### src/rtl/aukv_pkg.sv
// Shared constants and the decoded-entry layout for the ALU issue stage.
package aukv_pkg;

   localparam int unsigned AUKV_XLEN = 32;

   localparam logic [6:0] OPC_OP     = 7'b0110011;
   localparam logic [6:0] OPC_OP_IMM = 7'b0010011;
   localparam logic [6:0] OPC_BRANCH = 7'b1100011;
   localparam logic [6:0] OPC_LUI    = 7'b0110111;
   localparam logic [6:0] OPC_AUIPC  = 7'b0010111;

   localparam logic [3:0] ALU_ADD = 4'd0;
   localparam logic [3:0] ALU_SUB = 4'd1;
   localparam logic [3:0] ALU_OR  = 4'd2;
   localparam logic [3:0] ALU_AND = 4'd3;
   localparam logic [3:0] ALU_XOR = 4'd4;
   localparam logic [3:0] ALU_SLL = 4'd5;
   localparam logic [3:0] ALU_SRA = 4'd6;
   localparam logic [3:0] ALU_SRL = 4'd7;

   localparam logic [2:0] F3_ADD  = 3'b000;
   localparam logic [2:0] F3_SLL  = 3'b001;
   localparam logic [2:0] F3_SLT  = 3'b010;
   localparam logic [2:0] F3_SLTU = 3'b011;
   localparam logic [2:0] F3_XOR  = 3'b100;
   localparam logic [2:0] F3_SR   = 3'b101;
   localparam logic [2:0] F3_OR   = 3'b110;
   localparam logic [2:0] F3_AND  = 3'b111;

   localparam logic [2:0] BR_BEQ  = 3'b000;
   localparam logic [2:0] BR_BNE  = 3'b001;
   localparam logic [2:0] BR_BLT  = 3'b100;
   localparam logic [2:0] BR_BGE  = 3'b101;
   localparam logic [2:0] BR_BLTU = 3'b110;
   localparam logic [2:0] BR_BGEU = 3'b111;

   localparam int unsigned OP_W  = 4;
   localparam int unsigned BR_W  = 3;
   localparam int unsigned REG_W = 5;

   typedef struct packed {
      logic [OP_W-1:0]      operation;
      logic [AUKV_XLEN-1:0] rs1;
      logic [AUKV_XLEN-1:0] rs2;
      logic [AUKV_XLEN-1:0] cmp_a;
      logic [AUKV_XLEN-1:0] cmp_b;
      logic                 cmp_sign;
      logic                 is_branch;
      logic [BR_W-1:0]      br_type;
      logic                 sel_cmp;
      logic [REG_W-1:0]     rd_addr;
      logic                 rd_we;
      logic                 illegal;
   } aukv_dec_t;

endpackage

### src/rtl/aukv_alu_issue_if.sv
// Upstream (register read) and downstream (execute) handshake bundle of the issue stage.
interface aukv_alu_issue_if #(parameter int unsigned XLEN = 32);
   logic            i_valid;
   logic            o_ready;
   logic [31:0]     i_instr;
   logic [XLEN-1:0] i_pc;
   logic [XLEN-1:0] i_rs1_data;
   logic [XLEN-1:0] i_rs2_data;
   logic            o_valid;
   logic            i_ready;
   logic [3:0]      o_operation;
   logic [XLEN-1:0] o_rs1;
   logic [XLEN-1:0] o_rs2;
   logic [XLEN-1:0] o_cmp_a;
   logic [XLEN-1:0] o_cmp_b;
   logic            o_cmp_sign;
   logic            o_is_branch;
   logic [2:0]      o_br_type;
   logic            o_sel_cmp;
   logic [4:0]      o_rd_addr;
   logic            o_rd_we;
   logic            o_illegal;

   modport slave (
      input  i_valid, i_instr, i_pc, i_rs1_data, i_rs2_data, i_ready,
      output o_ready, o_valid, o_operation, o_rs1, o_rs2, o_cmp_a, o_cmp_b,
             o_cmp_sign, o_is_branch, o_br_type, o_sel_cmp, o_rd_addr, o_rd_we, o_illegal
   );

   modport master (
      output i_valid, i_instr, i_pc, i_rs1_data, i_rs2_data, i_ready,
      input  o_ready, o_valid, o_operation, o_rs1, o_rs2, o_cmp_a, o_cmp_b,
             o_cmp_sign, o_is_branch, o_br_type, o_sel_cmp, o_rd_addr, o_rd_we, o_illegal
   );
endinterface

### src/rtl/aukv_skid_buf.sv
// Two-entry valid/ready register: main drives the outputs, skid catches one entry during a stall.
module aukv_skid_buf #(
   parameter int unsigned W = 8
) (
   input  logic         i_clk,
   input  logic         i_rstn,
   input  logic         i_flush,
   input  logic         i_valid,
   output logic         o_ready,
   input  logic [W-1:0] i_data,
   output logic         o_valid,
   input  logic         i_ready,
   output logic [W-1:0] o_data
);

   logic         main_vld_q, main_vld_d;
   logic         skid_vld_q, skid_vld_d;
   logic [W-1:0] main_q, main_d;
   logic [W-1:0] skid_q, skid_d;
   logic         accept;

   assign o_ready = ~skid_vld_q;
   assign o_valid = main_vld_q;
   assign o_data  = main_q;
   assign accept  = i_valid & ~skid_vld_q;

   always_comb begin
      main_vld_d = main_vld_q;
      skid_vld_d = skid_vld_q;
      main_d     = main_q;
      skid_d     = skid_q;
      if (i_flush) begin
         main_vld_d = 1'b0;
         skid_vld_d = 1'b0;
      end else if (~main_vld_q | i_ready) begin
         // skid is older than anything on the input, so it refills main first
         if (skid_vld_q) begin
            main_d     = skid_q;
            main_vld_d = 1'b1;
            skid_vld_d = 1'b0;
         end else begin
            main_vld_d = accept;
            if (accept) main_d = i_data;
         end
      end else if (accept) begin
         skid_d     = i_data;
         skid_vld_d = 1'b1;
      end
   end

   always_ff @(posedge i_clk or negedge i_rstn) begin
      if (!i_rstn) begin
         main_vld_q <= 1'b0;
         skid_vld_q <= 1'b0;
         main_q     <= '0;
         skid_q     <= '0;
      end else begin
         main_vld_q <= main_vld_d;
         skid_vld_q <= skid_vld_d;
         main_q     <= main_d;
         skid_q     <= skid_d;
      end
   end

endmodule

### src/rtl/aukv_alu_issue.sv
// RV32I issue/decode stage producing ALU/comparator controls behind a skid buffer.
// Build option: AUKV_SLT_EN enables SLT/SLTI/SLTU/SLTIU via the comparator path.
module aukv_alu_issue
   import aukv_pkg::*;
#(
   parameter int unsigned XLEN = AUKV_XLEN
) (
   input logic              i_clk,
   input logic              i_rstn,
   input logic              i_flush,
   aukv_alu_issue_if.slave  bus
);

   aukv_dec_t       dec_d;
   aukv_dec_t       dec_q;
   logic [6:0]      opcode;
   logic [2:0]      funct3;
   logic [4:0]      rd;
   logic            alt;
   logic [XLEN-1:0] imm_i, imm_b, imm_u;
   logic            is_r;
   logic [XLEN-1:0] src2;
   logic [XLEN-1:0] shamt;
   logic            unused_rs1_idx;

   assign opcode = bus.i_instr[6:0];
   assign funct3 = bus.i_instr[14:12];
   assign rd     = bus.i_instr[11:7];
   assign alt    = bus.i_instr[30];
   assign imm_i  = {{(XLEN-12){bus.i_instr[31]}}, bus.i_instr[31:20]};
   assign imm_b  = {{(XLEN-13){bus.i_instr[31]}}, bus.i_instr[31], bus.i_instr[7],
                    bus.i_instr[30:25], bus.i_instr[11:8], 1'b0};
   assign imm_u  = {bus.i_instr[31:12], 12'b0};
   assign unused_rs1_idx = ^bus.i_instr[19:15];

   always_comb begin
      dec_d = '0;
      is_r  = (opcode == OPC_OP);
      src2  = is_r ? bus.i_rs2_data : imm_i;
      shamt = {{(XLEN-5){1'b0}}, src2[4:0]};
      case (opcode)
         OPC_OP, OPC_OP_IMM: begin
            dec_d.rs1     = bus.i_rs1_data;
            dec_d.rs2     = src2;
            dec_d.rd_addr = rd;
            dec_d.rd_we   = |rd;
            case (funct3)
               F3_ADD: dec_d.operation = (is_r & alt) ? ALU_SUB : ALU_ADD;
               F3_SLL: begin
                  dec_d.operation = ALU_SLL;
                  dec_d.rs2       = shamt;
               end
               F3_XOR: dec_d.operation = ALU_XOR;
               F3_SR: begin
                  dec_d.operation = alt ? ALU_SRA : ALU_SRL;
                  dec_d.rs2       = shamt;
               end
               F3_OR:  dec_d.operation = ALU_OR;
               F3_AND: dec_d.operation = ALU_AND;
               default: begin
`ifdef AUKV_SLT_EN
                  dec_d.sel_cmp  = 1'b1;
                  dec_d.cmp_a    = bus.i_rs1_data;
                  dec_d.cmp_b    = src2;
                  dec_d.cmp_sign = (funct3 == F3_SLT);
`else
                  dec_d         = '0;
                  dec_d.illegal = 1'b1;
`endif
               end
            endcase
         end
         OPC_BRANCH: begin
            case (funct3)
               BR_BEQ, BR_BNE, BR_BLT, BR_BGE, BR_BLTU, BR_BGEU: begin
                  dec_d.rs1       = bus.i_pc;
                  dec_d.rs2       = imm_b;
                  dec_d.operation = ALU_ADD;
                  dec_d.cmp_a     = bus.i_rs1_data;
                  dec_d.cmp_b     = bus.i_rs2_data;
                  dec_d.cmp_sign  = ~funct3[1];
                  dec_d.is_branch = 1'b1;
                  dec_d.br_type   = funct3;
               end
               default: dec_d.illegal = 1'b1;
            endcase
         end
         OPC_LUI, OPC_AUIPC: begin
            dec_d.rs1     = (opcode == OPC_AUIPC) ? bus.i_pc : '0;
            dec_d.rs2     = imm_u;
            dec_d.rd_addr = rd;
            dec_d.rd_we   = |rd;
         end
         default: dec_d.illegal = 1'b1;
      endcase
   end

   aukv_skid_buf #(.W($bits(aukv_dec_t))) u_skid (
      .i_clk   (i_clk),
      .i_rstn  (i_rstn),
      .i_flush (i_flush),
      .i_valid (bus.i_valid),
      .o_ready (bus.o_ready),
      .i_data  (dec_d),
      .o_valid (bus.o_valid),
      .i_ready (bus.i_ready),
      .o_data  (dec_q)
   );

   assign bus.o_operation = dec_q.operation;
   assign bus.o_rs1       = dec_q.rs1;
   assign bus.o_rs2       = dec_q.rs2;
   assign bus.o_cmp_a     = dec_q.cmp_a;
   assign bus.o_cmp_b     = dec_q.cmp_b;
   assign bus.o_cmp_sign  = dec_q.cmp_sign;
   assign bus.o_is_branch = dec_q.is_branch;
   assign bus.o_br_type   = dec_q.br_type;
   assign bus.o_sel_cmp   = dec_q.sel_cmp;
   assign bus.o_rd_addr   = dec_q.rd_addr;
   assign bus.o_rd_we     = dec_q.rd_we;
   assign bus.o_illegal   = dec_q.illegal;

endmodule

### src/flat_wrapper.sv
// flat-port wrapper written by rule: the top's interface ports become plain ports
module aukv_alu_issue_flat import aukv_pkg::*;
#(
   parameter int unsigned XLEN = AUKV_XLEN
)
  (i_clk, i_rstn, i_flush, bus_i_valid, bus_i_instr, bus_i_pc, bus_i_rs1_data, bus_i_rs2_data, bus_i_ready, bus_o_ready, bus_o_valid, bus_o_operation, bus_o_rs1, bus_o_rs2, bus_o_cmp_a, bus_o_cmp_b, bus_o_cmp_sign, bus_o_is_branch, bus_o_br_type, bus_o_sel_cmp, bus_o_rd_addr, bus_o_rd_we, bus_o_illegal);
  aukv_alu_issue_if #(.XLEN(XLEN)) bus_i ();
  input logic i_clk;
  input logic i_rstn;
  input logic i_flush;
  input wire logic [$bits(bus_i.i_valid)-1:0] bus_i_valid;
  input wire logic [$bits(bus_i.i_instr)-1:0] bus_i_instr;
  input wire logic [$bits(bus_i.i_pc)-1:0] bus_i_pc;
  input wire logic [$bits(bus_i.i_rs1_data)-1:0] bus_i_rs1_data;
  input wire logic [$bits(bus_i.i_rs2_data)-1:0] bus_i_rs2_data;
  input wire logic [$bits(bus_i.i_ready)-1:0] bus_i_ready;
  output wire logic [$bits(bus_i.o_ready)-1:0] bus_o_ready;
  output wire logic [$bits(bus_i.o_valid)-1:0] bus_o_valid;
  output wire logic [$bits(bus_i.o_operation)-1:0] bus_o_operation;
  output wire logic [$bits(bus_i.o_rs1)-1:0] bus_o_rs1;
  output wire logic [$bits(bus_i.o_rs2)-1:0] bus_o_rs2;
  output wire logic [$bits(bus_i.o_cmp_a)-1:0] bus_o_cmp_a;
  output wire logic [$bits(bus_i.o_cmp_b)-1:0] bus_o_cmp_b;
  output wire logic [$bits(bus_i.o_cmp_sign)-1:0] bus_o_cmp_sign;
  output wire logic [$bits(bus_i.o_is_branch)-1:0] bus_o_is_branch;
  output wire logic [$bits(bus_i.o_br_type)-1:0] bus_o_br_type;
  output wire logic [$bits(bus_i.o_sel_cmp)-1:0] bus_o_sel_cmp;
  output wire logic [$bits(bus_i.o_rd_addr)-1:0] bus_o_rd_addr;
  output wire logic [$bits(bus_i.o_rd_we)-1:0] bus_o_rd_we;
  output wire logic [$bits(bus_i.o_illegal)-1:0] bus_o_illegal;
  assign bus_i.i_valid = bus_i_valid;
  assign bus_i.i_instr = bus_i_instr;
  assign bus_i.i_pc = bus_i_pc;
  assign bus_i.i_rs1_data = bus_i_rs1_data;
  assign bus_i.i_rs2_data = bus_i_rs2_data;
  assign bus_i.i_ready = bus_i_ready;
  assign bus_o_ready = bus_i.o_ready;
  assign bus_o_valid = bus_i.o_valid;
  assign bus_o_operation = bus_i.o_operation;
  assign bus_o_rs1 = bus_i.o_rs1;
  assign bus_o_rs2 = bus_i.o_rs2;
  assign bus_o_cmp_a = bus_i.o_cmp_a;
  assign bus_o_cmp_b = bus_i.o_cmp_b;
  assign bus_o_cmp_sign = bus_i.o_cmp_sign;
  assign bus_o_is_branch = bus_i.o_is_branch;
  assign bus_o_br_type = bus_i.o_br_type;
  assign bus_o_sel_cmp = bus_i.o_sel_cmp;
  assign bus_o_rd_addr = bus_i.o_rd_addr;
  assign bus_o_rd_we = bus_i.o_rd_we;
  assign bus_o_illegal = bus_i.o_illegal;
  aukv_alu_issue #(.XLEN(XLEN)) u_core (.i_clk(i_clk), .i_rstn(i_rstn), .i_flush(i_flush), .bus(bus_i));
endmodule
### config.mk
export PLATFORM = sky130hd
export DESIGN_NAME = aukv_alu_issue_flat
export DESIGN_NICKNAME = d
export VERILOG_FILES = /design/src/rtl/aukv_pkg.sv /design/src/rtl/aukv_alu_issue_if.sv /design/src/rtl/aukv_skid_buf.sv /design/src/rtl/aukv_alu_issue.sv /design/src/flat_wrapper.sv
export SDC_FILE = /design/constraint.sdc
export NUM_CORES = 1
export LEC_CHECK = 0
export CAP_MARGIN = 25
export CORE_ASPECT_RATIO = 1.25
export CORE_MARGIN = 5
export CORE_UTILIZATION = 41
export DETAILED_ROUTE_END_ITERATION = 6
export GPL_ROUTABILITY_DRIVEN = 0
export MAX_ROUTING_LAYER = met4
export PLACE_DENSITY = 0.67
export SLEW_MARGIN = 20
export SYNTH_ARGS = -nofsm -noshare
export SYNTH_HDL_FRONTEND = slang
export SYNTH_SLANG_ARGS = --single-unit
### constraint.sdc
create_clock -name i_clk -period 3.3 [get_ports i_clk]
set_input_delay 0.66 -clock i_clk [delete_from_list [all_inputs] [get_ports i_clk]]
set_output_delay 0.66 -clock i_clk [all_outputs]
set_load 0.005 [all_outputs]
* Yosys cells after proc, flatten, opt, wreduce, memory -nomap -nowiden
Cells that the tools add are included.
Word-level totals: register bits 292, bits of input ports 133, output and inout bits 147, word-level logic and storage cells 57
Operators by class: equality and inequality tests 10, mux-type cells 23, bitwise operators 8, reductions and logical operators 12
Operator list (number):
- $mux W145 | 2
- $pmux W64 S3 | 1
- $pmux W69 S2 | 1
- $mux W133 | 1
- $mux W32 | 3
- $pmux W32 S2 | 1
- $pmux W4 S6 | 1
- $eq A7 B5 Y1 const B | 2
- $eq A7 B6 Y1 const B | 2
- $eq A3 B3 Y1 const B | 4
- $pmux W6 S2 | 1
- $mux W1 | 9
- $pmux W4 S2 | 1
- $eq A7 B7 Y1 const B | 1
- $mux W7 | 1
- $reduce_and A3 Y1 | 2
- $reduce_or A2 Y1 | 3
- $reduce_or A6 Y1 | 1
- $not A1 Y1 | 5
- $reduce_or A5 Y1 | 1
- $reduce_bool A2 Y1 | 2
- $reduce_or A4 Y1 | 1
- $eq A3 B1 Y1 const B | 1
- $logic_not A3 Y1 | 1
- other kinds (4) | 5

* Logic depth before layout (Yosys ltp)
Gate-level depths: netlist of the first run.
word-level depth 7, mapped depth 9, depth with buffers taken out 5

* Hierarchy
A second synthesis of the first run with hierarchy kept.
Second synthesis, totals: cells, all modules 1035, area total of the unflattened synthesis 14780.4 um^2
By module, submodules not included:
- aukv_skid_buf | times used 1, cells an instance 784, area an instance 13080.0 um^2, seq. area each 7307.0 um^2
- aukv_alu_issue | times used 1, cells an instance 251, area an instance 1700.4 um^2, seq. area each 0.0 um^2

* Least setup slack after synthesis of the first run
No wires, ideal clock.
kind input port to flip-flop, start in bus_i_instr[5], end reg u_core.u_skid.main_q[80] (netlist: u_core.u_skid.o_data[80]), library setup time 127 ps, data arrival time 1887 ps, required time 3173 ps, path slack 1286 ps, stages 8, path buffers 4, cells stage by stage buf_4 and4bb_1 and3_1 buf_4 buf_6 buf_4 a21oi_1 o22ai_1
Between the ends: cells in the longest elaborated chain, start to end 6, elaborated cells on any way between the ends 12, those cells by class eq/ne: 5; mux: 5; reduce/logical: 2
Ends and longest elaborated chain:
- start: declaration | RTL line flat_wrapper.sv:12 | input wire logic [$bits(bus_i.i_instr)-1:0] bus_i_instr;
- $eq A7 B6 Y1 | RTL line aukv_alu_issue.sv:38, aukv_alu_issue.sv:41
- $mux W32 | RTL line aukv_alu_issue.sv:39 | src2 = is_r ? bus.i_rs2_data : imm_i;
- $pmux W32 S2 | RTL line aukv_alu_issue.sv:47 | case (funct3)
- $pmux W64 S3 (*) | RTL line aukv_alu_issue.sv:41 | case (opcode)
- $mux W145 (*) | RTL line aukv_skid_buf.sv:43 | if (accept) main_d = i_data;
- $mux W145 (*) | RTL line aukv_skid_buf.sv:37 | if (skid_vld_q) begin
- end signal: assignment | RTL line aukv_skid_buf.sv:60 | main_q <= main_d;
- end: declaration | RTL line aukv_skid_buf.sv:18 | logic [W-1:0] main_q, main_d;
Mark *: on every way between the ends. The rest lies on a longest branch, timed or not. The select of a mux whose other input is x is not followed. A chain may end at the register's enable or synchronous reset.

* Worst setup path in the final report of the first run
start reg u_core.u_skid.skid_vld_q, end out bus_o_ready
Between the ends: cells in the longest elaborated chain, start to end 1
Ends and longest elaborated chain:
- start: declaration | RTL line aukv_skid_buf.sv:17 | logic skid_vld_q, skid_vld_d;
- start signal: assignment | RTL line aukv_skid_buf.sv:59 | skid_vld_q <= skid_vld_d;
- $not A1 Y1 | RTL line aukv_skid_buf.sv:22 | assign o_ready = ~skid_vld_q;
- end: declaration | RTL line flat_wrapper.sv:17 | output wire logic [$bits(bus_i.o_ready)-1:0] bus_o_ready;
No other way between the ends.

==> summary.md, run 1 <==
| Metric | Value |
|---|---|
| Setup violators final | 0 |
| Leak Pwr | 0.00685 uW |
| Crit path cell chain | inv_2 -> clkdlybuf4s50_1 |
| First-pass GRT wire length | 64700 um |
| Die Width | 168 um |
| Layout Cells excl Fill | 2033 |
| Top FF cell, synth | dfrtp_1 |
| Total track usage | 23.5% |
| Die area | 34700 um^2 |
| Critical Path Start Type | register |
| Period minus WS final | 2680 ps |
| #FFs+latches synth | 288 |
| Reg clk slew, reported paths | 70 ps |
| Via count | 11300 |
| Max H-tree Level | 1 |
| Hold-fix buffers, CTS | 0 |
| Layout area overhead | 33.4% |
| Layout cell share with drive strength beyond 1 | 6.34% |
| Rows | 72 |
| Fin Setup TNS | 0 ps |
| Worst IR drop on VDD | 0.360 mV |
| Largest net degree at the start of global routing | 120 |
| CTS tree | built |
| Worst Tran Pin Value | 1080 ps |
| Post-synth top area share | 56.6% |
| Hold crit path type | in2async |
| Worst EP arrival | 2020 ps |
| Clock Skews | 12.3 ps |
| Asr flop ratio synth | 100% |
| Initial core utilization | 41.4% |
| Mean Syn Cell Area | 9.28 um^2 |
| Vias in the first global route | 11500 |
| Netlist cell types | 46 |
| Max transition margin | 27.8% |
| Post-DP HPWL | 27400 um |
| Antenna violations before repair | 1 |
| Clock latency on the worst-skew pair | 540 ps |
| Setup crit end kind | output pin |
| Nets | 1736 |
| GRT overflow | 0 |
| Post-CTS setup buffers | 0 |
| R2R depth | 6 |
| Post-DR wirelength/cell | 20.1 um |
| Cell Area, Placed | 16000 um^2 |
| # clock sinks | 288 |
| Kind of critical path | reg2out |
| Slowest CP cell | clkdlybuf4s50_1 |
| DR DRC count | 0 |
| CP max stage delay | 600 ps |
| Final worst path period share | 81.1% |
| CTS-repair resized insts | 0 |
| Drt pass-1 iters | 5 |
| Via density | 5.58 |
| Seq/Total Area, Yosys | 56.6% |
| Initial DRC Count | 844 |
| Post-synthesis cell area | 12700 um^2 |
| Status | finished, final reports clean |
| Final ANT Viol Nets | 0 |
| Synth warn | 0 |
| Die Height | 207 um |
| Worst endpoint required time | 2640 ps |
| Crit Path Max Fanout | 23 |
| Post-Route WL | 40900 um |
| Root buf cell | clkbuf_16 |
| Cell count after placement | 1979 |
| Port bufs | 277 |
| Area leader, netlist | dfrtp_1 |
| I/O Pins | 280 |
| Largest cells by area after synthesis | dfrtp_1 57%, a21oi_1 9.2%, o21ai_0 8.0% |
| Pwr/cell area | 546 nW/um^2 |
| Final hold vios | 0 |
| Final design area excluding fillers | 17000 um^2 |
| Max-slew violations | 0 |
| Core area | 30800 um^2 |
| Fmax | 374 MHz |
| RSZ-0062 raised after global routing | false |
| Max capacitance violation total | 0 |
| CTS Buffer Depth | 3 |
| EDFF count, synth | 0 |
| Synth Instances | 1373 |
| CTS Buf Count | 29 |
-- state kept, by name, summed over array words and instances, names as in the netlist --
name / flops
u_core.u_skid.skid_vld_q: 1
u_core.u_skid.skid_q: 143
u_core.u_skid.o_valid: 1
u_core.u_skid.o_data: 143
-- cells in the mapped netlist (4+ instances only) --
master     count
dfrtp_1      288
a21oi_1      234
o21ai_0      204
nand2_1      186
nor2_1        93
clkbuf_1      67
o21a_1        66
or3_1         46
buf_2         33
a22oi_1       32
o21ai_1       19
o22ai_1       14
mux2i_1       11
and3_1         9
buf_1          9
buf_4          9
a2bb2oi_1      5
nand3_1        5
o22a_1         5
o31ai_1        4
-- cell type report --
class | count | area, um^2
antenna | 1 | 2.50
clock buffer | 37 | 766
clock inverter | 16 | 246
fill | 2829 | 13800
inverter | 3 | 11.3
multi-input combinational | 963 | 5040
sequential | 288 | 7210
tap | 407 | 509
timing repair buffer | 318 | 3210
-- power by group --
group / leakage (uW) / internal [uW] / switching [uW]
logic: 0.00271 / 869 / 684
registers: 0.00366 / 3950 / 249
clock network: 0.000490 / 2110 / 1420
total: 0.00685 / 6930 / 2350
-- final timing paths --
kind                       slack (ps)                         to                      from
min in group i_clk                470    u_core.u_skid.skid_q[5]   u_core.u_skid.skid_q[5]
min                               110  u_core.u_skid.o_data[114]                    i_rstn
max reg2reg                       980  u_core.u_skid.skid_q[116]  u_core.u_skid.skid_vld_q
min reg2reg                       470    u_core.u_skid.skid_q[5]   u_core.u_skid.skid_q[5]
max in group asynchronous        2340    u_core.u_skid.skid_q[5]                    i_rstn
max                               620                bus_o_ready  u_core.u_skid.skid_vld_q
-- worst max-delay path, delay by kind of cell (launching register included) --
kind	cells	cell delay (ps)
buffers and inverters	2	980
flip-flops	1	490
-- cell usage in the layout (no fill, tap or decap), types with 10 or more instances in the layout --
master,Yosys,layout
a21oi_1,234,234
a22oi_1,32,32
buf_12,0,10
buf_4,9,31
clkbuf_16,0,29
clkdlybuf4s50_1,0,275
dfrtp_1,288,287
mux2i_1,11,11
nand2_1,186,186
nor2_1,93,91
o21a_1,66,66
o21ai_0,204,204
o21ai_1,19,19
o22ai_1,14,14
or3_1,46,46
-- per-layer routing --
layer	share of wire [%]	vias to the layer above	global-route usage, %
met2	48	413	37.9
li1	-	5279	-
met4	3.6	0	8.23
met5	0	-	-
met3	5.8	84	3.32
met1	42	5560	30.7
-- cell families after synthesis --
group / count (synthesis) / synth area share [%]
flops: 288 / 56.6
other cells: 1 / 0.0294
buf+inv: 123 / 4.33
compound gates: 589 / 25.8
mux: 11 / 0.864
simple gates: 361 / 12.5
-- through the flow --
step / util, % / power [uW] / hold WS, ps / setup slack, ps
floorplan: - / 4760 / 364 / 1290
global placement: 51.8 / 5790 / 455 / 321
detailed placement: 51.9 / 5820 / 463 / 306
CTS: 55.1 / 9390 / 128 / 565
global route: 55.2 / 9670 / 152 / 514
finish: 55.2 / 9280 / 109 / 623
No activity file was read; power rests on OpenSTA's default activity.
==> run 2: changes to the inputs <==
- PLACE_DENSITY: 0.67 -> 0.7
- clock period: 3.3 -> 2.22 ns (I/O delays scaled with it)
==> run 2 against run 1 <==
Compared with the run above:
- first-iteration DRC count up 16%
- critical path depth is the same
- final cell count grew 2.0%
- critical endpoint unchanged
==> summary.md, run 2 (synthesis gave the netlist of run 1 again) <==
| Metric | Value |
|---|---|
| Status | finished, final reports clean |
| Die area | 34700 um^2 |
| CTS Buffer Depth | 3 |
| Critical Path Start Type | register |
| Setup ws final | 58.6 ps |
| Crit Path Max Fanout | 9 |
| Fillers | 2711 |
| Worst Tran Pin Value | 636 ps |
| Most common cell after layout, fill and taps aside | dfrtp_1 |
| Dpl ws | -190 ps |
| Cell Area, Placed | 16500 um^2 |
| Setup violators final | 0 |
| Core area | 30800 um^2 |
| Antenna violations before repair | 1 |
| Final design area excluding fillers | 17500 um^2 |
| Worst EP arrival | 1720 ps |
| Tot Pwr | 13900 uW |
| Final hold vios | 0 |
| R2R Setup Slk | 290 ps |
| RSZ-0062 raised after global routing | false |
| Pwr/cell area | 794 nW/um^2 |
| Post-DP HPWL | 29100 um |
| Leak Pwr | 0.00711 uW |
| Initial core utilization | 41.4% |
| Most frequent cells in the layout | 287 x dfrtp_1, 275 x clkdlybuf4s50_1, 234 x a21oi_1 |
| Hold crit path type | in2reg |
| Max capacitance violation total | 0 |
| I/O Pins | 280 |
| Final worst path period share | 97.4% |
| Via density | 5.65 |
| First-pass GRT wire length | 66800 um |
| R2R depth | 5 |
| Vias in the first global route | 12100 |
| CTS Buf Count | 29 |
| CTS tree | built |
| Fmax | 463 MHz |
| Reg clk slew, reported paths | 70 ps |
| Reg area | 7210 um^2 |
| Largest net degree at the start of global routing | 106 |
| DR DRC count | 0 |
| Final ANT Viol Nets | 0 |
| Die Width | 168 um |
| Reg2reg start | u_core.u_skid.skid_vld_q |
| Multi-input logic area | 5050 um^2 |
| Worst R2R End | u_core.u_skid.o_data[118] |
| Rows | 72 |
| Max transition margin | 57.6% |
| Post-Route WL | 42500 um |
| # clock sinks | 288 |
| Worst endpoint required time | 1780 ps |
| Root buf cell | clkbuf_16 |
| Layout area overhead | 37.3% |
| Initial DRC Count | 977 |
| Layout cell share with drive strength beyond 1 | 8.35% |
| Via count | 11700 |
| Clock Skews | 15.8 ps |
| Port bufs | 277 |
| Crit path to | bus_o_ready |
| Crit path launch | u_core.u_skid.skid_vld_q |
| Period minus WS final | 2160 ps |
| Post-DR wirelength/cell | 20.5 um |
| Die Height | 207 um |
| GRT overflow | 0 |
| Clock latency on the worst-skew pair | 560 ps |
| Setup crit end kind | output pin |
| Total track usage | 24.3% |
| Drt pass-1 iters | 5 |
| Nets | 1776 |
| Kind of critical path | reg2out |
| Max-slew violations | 0 |
| Max H-tree Level | 1 |
| Fin Setup TNS | 0 ps |
| Worst IR drop on VDD | 0.500 mV |
[run 2: how the worst min path moves through the flow]
stage / startpoint / cells after the start / to / slack (ps)
after floorplan: i_rstn / 0 / u_core.u_skid.o_data[0] / 150
after detailed placement: i_rstn / 1 / u_core.u_skid.o_data[114] / 460
after global placement: u_core.u_skid.skid_q[1] / 2 / u_core.u_skid.skid_q[1] / 450
after global routing: bus_i_instr[5] / 3 / u_core.u_skid.skid_q[77] / 460
after CTS: bus_i_instr[5] / 3 / u_core.u_skid.skid_q[77] / 410
final: bus_i_instr[5] / 3 / u_core.u_skid.skid_q[77] / 430
[run 2: report_power, final]
part	leakage, uW	internal, uW	switching, uW
sequential	0.00366	5870	377
clock	0.000494	3180	2070
combinational	0.00295	1350	1050
total	0.00711	10400	3490
[run 2: stage by stage]
| stage | cells | util [%] | hold WS (ps) |
|---|---|---|---|
| global placement | 2017 | 53.4 | 453 |
| CTS | 2070 | 56.7 | 409 |
| floorplan | 1374 | - | 148 |
| finish | 2073 | 56.8 | 433 |
| global route | 2072 | 56.8 | 457 |
| detailed placement | 2017 | 53.4 | 455 |
[run 2: critical path, stage by stage, from the launching register on]
cell and delay (ps):
dfrtp_4 530, inv_8 110, clkdlybuf4s50_1 510
[run 2: layout make-up]
class	count	area share [%]
Clock buffer	44	4.81
Sequential cell	288	41.2
Multi-Input combinational cell	963	28.8
Antenna cell	2	0.0286
Clock inverter	8	0.944
Inverter	3	0.107
Timing Repair Buffer	358	21.1
Tap cell	407	2.91
[run 2: metal layers]
metal,track usage (%),up-vias,part of all wire (%)
met2,39.6,506,49
met1,30.3,5739,40
li1,-,5380,-
met3,4.14,88,6.8
met5,-,-,0
met4,9.77,0,3.9
[run 2: timing repair]
item                                    CTS  global route
hold buffers                              1             0
resized for setup                         2             1
endpoints found under the setup margin    1             1
endpoints found under the hold margin    56             0
buffers inserted                          0             1
